**src/rtl/instruction_fetch.sv**
```systemverilog
// Instruction fetch/issue stage: PC walker over a synchronous-read imem, one-entry skid buffer
// for downstream stall, hold-and-redirect on class-11 branches. Define FETCH_HALT_EN to build halt.
module instruction_fetch #(
  parameter int          ADDR_W   = 8,
  parameter logic [23:0] NOP_CODE = 24'h0003F0
) (
  input  logic              clk,
  input  logic              rst,
  input  logic              stall,
  output logic              imem_en,
  output logic [ADDR_W-1:0] imem_addr,
  input  logic [23:0]       imem_data,
  output logic [23:0]       code,
  output logic              code_valid,
  input  logic              br_valid,
  input  logic              br_taken,
  input  logic [ADDR_W-1:0] br_target,
  output logic [ADDR_W-1:0] pc,
  output logic              halted
);

  typedef enum logic [1:0] {
    S_FETCH,
    S_WAIT_BR
`ifdef FETCH_HALT_EN
    , S_HALT
`endif
  } state_t;

  state_t            state_q, state_d;
  logic [ADDR_W-1:0] pc_q, pc_d;
  logic              rd_pending_q;
  logic [ADDR_W-1:0] rd_addr_q;
  logic              skid_valid_q;
  logic [23:0]       skid_data_q;
  logic [ADDR_W-1:0] skid_addr_q;
  logic [23:0]       code_q;
  logic              code_valid_q;
  logic [ADDR_W-1:0] br_pc_q;

  logic              issue;
  logic              present;
  logic              is_branch;
  logic [23:0]       word;
  logic [ADDR_W-1:0] word_addr;

  // A read may issue while the skid still holds a word: the skid drains in that same cycle,
  // so the returning data never meets an occupied skid.
  assign issue = !rst && (state_q == S_FETCH) && !stall;

  // The skid word is older than anything returning from memory, so it is presented first.
  assign word      = skid_valid_q ? skid_data_q : imem_data;
  assign word_addr = skid_valid_q ? skid_addr_q : rd_addr_q;
  assign present   = (skid_valid_q || rd_pending_q) && !stall;
  assign is_branch = present && (word[23:22] == 2'b11);

`ifdef FETCH_HALT_EN
  logic is_halt;
  logic halted_q;

  assign is_halt = is_branch && (word[14:12] == 3'b111);
  assign halted  = halted_q;

  always_ff @(posedge clk or posedge rst) begin
    if (rst) begin
      halted_q <= 1'b0;
    end else if (is_halt) begin
      halted_q <= 1'b1;
    end
  end
`else
  assign halted = 1'b0;
`endif

  always_ff @(posedge clk or posedge rst) begin
    if (rst) begin
      state_q <= S_FETCH;
    end else begin
      state_q <= state_d;
    end
  end

  always_comb begin
    // NOTE: defaults first, so every path assigns state_d/pc_d and no latch is inferred.
    state_d = state_q;
    pc_d    = pc_q;
    unique case (state_q)
      S_FETCH: begin
        // The PC holds on a branch; the read issued alongside it is discarded on return.
        if (is_branch) begin
          state_d = S_WAIT_BR;
`ifdef FETCH_HALT_EN
          if (is_halt) state_d = S_HALT;
`endif
        end else if (issue) begin
          pc_d = pc_q + ADDR_W'(1);
        end
      end
      S_WAIT_BR: begin
        if (br_valid) begin
          state_d = S_FETCH;
          pc_d    = br_taken ? br_target : br_pc_q + ADDR_W'(1);
        end
      end
      default: begin
        state_d = state_q;
      end
    endcase
  end

  always_ff @(posedge clk or posedge rst) begin
    if (rst) begin
      pc_q         <= '0;
      rd_pending_q <= 1'b0;
      rd_addr_q    <= '0;
      skid_valid_q <= 1'b0;
      skid_data_q  <= NOP_CODE;
      skid_addr_q  <= '0;
      code_q       <= NOP_CODE;
      code_valid_q <= 1'b0;
      br_pc_q      <= '0;
    end else begin
      // NOTE: non-blocking assignments, so every register samples pre-edge values together.
      pc_q         <= pc_d;
      rd_pending_q <= issue && !is_branch;
      rd_addr_q    <= pc_q;
      if (!stall) begin
        skid_valid_q <= 1'b0;
        code_q       <= present ? word : NOP_CODE;
        code_valid_q <= present;
        if (is_branch) br_pc_q <= word_addr;
      end else if (rd_pending_q) begin
        skid_valid_q <= 1'b1;
        skid_data_q  <= imem_data;
        skid_addr_q  <= rd_addr_q;
      end
    end
  end

  assign imem_en    = issue;
  assign imem_addr  = pc_q;
  assign pc         = pc_q;
  assign code       = code_q;
  assign code_valid = code_valid_q;

endmodule

```
**config.mk**
```make
export PLATFORM = sky130hd
export DESIGN_NAME = instruction_fetch
export DESIGN_NICKNAME = d
export VERILOG_FILES = /design/src/rtl/instruction_fetch.sv
export SDC_FILE = /design/constraint.sdc
export NUM_CORES = 1
export LEC_CHECK = 0
export CELL_PAD_IN_SITES_DETAIL_PLACEMENT = 2
export CELL_PAD_IN_SITES_GLOBAL_PLACEMENT = 2
export CORE_MARGIN = 10
export CORE_UTILIZATION = 40
export DETAILED_ROUTE_END_ITERATION = 12
export DONT_BUFFER_PORTS = 1
export PLACE_DENSITY = 0.89
export SYNTH_ARGS = -nofsm -noshare
export SYNTH_HDL_FRONTEND = slang
export SYNTH_SLANG_ARGS = --single-unit
```
**constraint.sdc**
```tcl
create_clock -name clk -period 3.2 [get_ports clk]
set_clock_uncertainty 0.1 [all_clocks]
set_input_delay 0.32 -clock clk [delete_from_list [all_inputs] [get_ports clk]]
set_output_delay 0.32 -clock clk [all_outputs]
set_load 0.005 [all_outputs]
```
==> results.yml <==
outcome:
  status: "completed"
synthesis:
  syn_area_um2: 3760
  async_flop_share: 1.00
  synth_warnings: 0
  synth_top_flop_cell: "dfrtp_1"
  synth_top_area_frac: 0.479
  syn-num-nets: 375
  syn-instance-count: 336
  synth_cell_types: 45
  yosysMostFrequentCell: "dfrtp_1"
  synth_edf_count: 0
  post-synth-top-area-cell: "dfrtp_1"
  ys_seq_elements: 84
  synth_area_leaders: "dfrtp_1 (48%), mux2_2 (9.9%), dfstp_2 (8.4%)"
  yosysSeqAreaShare: 0.563
  synth.top_cells.by_count: "dfrtp_1 (72), nand2_1 (34), mux2_2 (33)"
  avgSynthCellArea_um2: 11.2
worst_setup_path:
  worst-setup-path-type: "reg2reg"
  worstSetupEndpointType: "register"
  critPathLaunchType: "register"
  cp_cell_sequence: "buf_4, nand3b_1, a211oi_2, o41ai_2, o21ai_0, a22o_1"
  crit_buf_inv: 1
  cp_max_fo: 11
  critical_path.max_stage_delay_ns: 0.78
  slowest_stage: "o41ai_2"
  critical_path.top_delay_family: "compound AO/OA/AOI/OAI gates"
  worstPathRequired_ns: 3.34
  crit_arrival_ns: 2.76
sta:
  fin_ws_ns: 0.583
  setup_violations: 0
  report.final.hold_viol_count: 0
  setup_tns_ns: 0
  rsz0062_at_grt: "no"
  post-route-period-util: 0.818
  finalCriticalPeriod_ns: 2.62
  max_clock_freq_mhz: 382
  tightest_slew_ns: 0.978
  max_slew_margin: 0.341
  drv_slew: 0
floorplanning:
  die_area_um2: 13700
  die_h_um: 117
  io_pins: 80
  rows: 35
  dieWidth_um: 117
  coreArea_um2: 9200
  initial_core_util: 0.409
finish:
  final_cells: 458
  nNetsFinal: 381
  diodes: 0
  drive_above_1_share: 0.210
  final_cell_area_um2: 4190
  syn2layout_area_growth_pct: 11.4
grt:
  overflow: 0
  grt_max_degree: 50
  grt_pass1_wl_mm: 16.4
  grt_pass1_vias: 2961
  grt_util_all_layers: 0.155
  antenna_found_initial: 0
placement:
  place_ws_ns: 0.607
  place_congestion: 0.770
  dp.cells: 423
  dp_hpwl_mm: 6.94
  place_area_um2: 3780
  numPortBuffers: 0
cts:
  cts_tree: "yes"
  cts_buffers: 9
  cts-root-buf: "clkbuf_8"
  clock_latency_ns: 0.36
  htreeDepth: 3
  clkTransAtPathRegs_ns: 0.09
  clk_path_buf_depth: 2
  clkSinkCount: 84
detailed_routing:
  drtIter0Drc: 117
  vias: 2626
  detail-route-antenna-nets: 0
  post-route-drc-count: 0
  avgRoutedWirePerCell_um: 22.5
  first_pass_iters: 4
  viasPerCell: 5.73
  wl_mm: 10.3
worst_hold_path:
  hold_class: "in2reg"
power_and_ir_drop:
  power_mw: 2.97
  leakage_nw: 1.77
  irDropWorstVdd_mv: 0.213
  powerDensity_nw_per_um2: 710
flow_run:
  maxCapViolations: 0
## what timing repair did
item,CTS,global route
hold endpoints to repair,68,3
hold buffers,16,3
buffers inserted,0,0
gates resized for setup,0,0
## registers in the layout, indices dropped and copies added, names as in the netlist, 8 cells and up
| signal | cells |
|---|---|
| code | 24 |
| skid_data_q | 24 |
| br_pc_q | 8 |
| imem_addr | 8 |
| rd_addr_q | 8 |
| skid_addr_q | 8 |
## report_power, final
group	leakage [nW]	internal (mW)	switching (mW)
Combinational	0.664	0.292	0.297
Sequential	0.995	1.34	0.274
Clock	0.107	0.379	0.394
Total	1.77	2.01	0.964
## cells by family (layout without fill, tap and decap cells)
kind of cell,count (synthesis),after routing,share of synthesized area
AO/OA/AOI/OAI,84,84,0.142
flip-flops,84,84,0.563
AND/OR/NAND/NOR,81,81,0.0978
multiplexers,43,43,0.125
buffers and inverters,35,46,0.0506
XOR/XNOR,6,6,0.0140
adder cells (fa/ha/maj),2,2,0.00665
other,1,1,0.000997
## final timing paths
check                                      startpoint                     endpoint  slack [ns]  cells after the start
max                          skid_valid_q$_DFFE_PP0P_     imem_addr[3]$_DFFE_PP0P_        0.58                      6
min                                     imem_data[21]  skid_data_q[21]$_DFFE_PP0P_        0.02                      1
max reg2reg                  skid_valid_q$_DFFE_PP0P_     imem_addr[3]$_DFFE_PP0P_        0.58                      6
min reg2reg                skid_addr_q[2]$_DFFE_PP0P_   skid_addr_q[2]$_DFFE_PP0P_        0.41                      1
max in group asynchronous                         rst   skid_data_q[9]$_DFFE_PP1P_        1.87                      3
min in group asynchronous                         rst       rd_addr_q[7]$_DFF_PP0_        0.40                      2
## layout make-up
cell class	instances	area [um2]
inverter	6	23.8
fill	938	5010
clock buffer	12	178
tap	111	139
sequential	84	2120
timing repair buffer	24	250
clock inverter	4	28.8
multi-input combinational	217	1450
## per-layer routing
layer  wire length, um  part of all wire  GRT usage
met5                 0                 0          0
met2              5150              0.50      0.265
met4                91            0.0088     0.0379
met1              4150              0.40      0.180
met3               918             0.089     0.0581
## per-stage QoR
stage           util  hold slack [ns]
2_1_floorplan      -            0.316
3_3_place_gp   0.411            0.195
3_5_place_dp   0.411            0.216
4_1_cts        0.452          0.00180
5_1_grt        0.456          0.00178
6_report       0.456           0.0176
## cell usage in the layout (no fill, tap or decap), drive strengths merged, types with 7 or more instances in the layout
master	n
a21oi	14
a22oi	17
clkbuf	12
dfrtp	72
dfstp	12
dlygate4sd3	18
mux2	33
mux2i	10
nand2	35
nand3	10
nor2	21
o21ai	30
o22ai	7
Note: power is estimated with default switching activity, not from simulation.
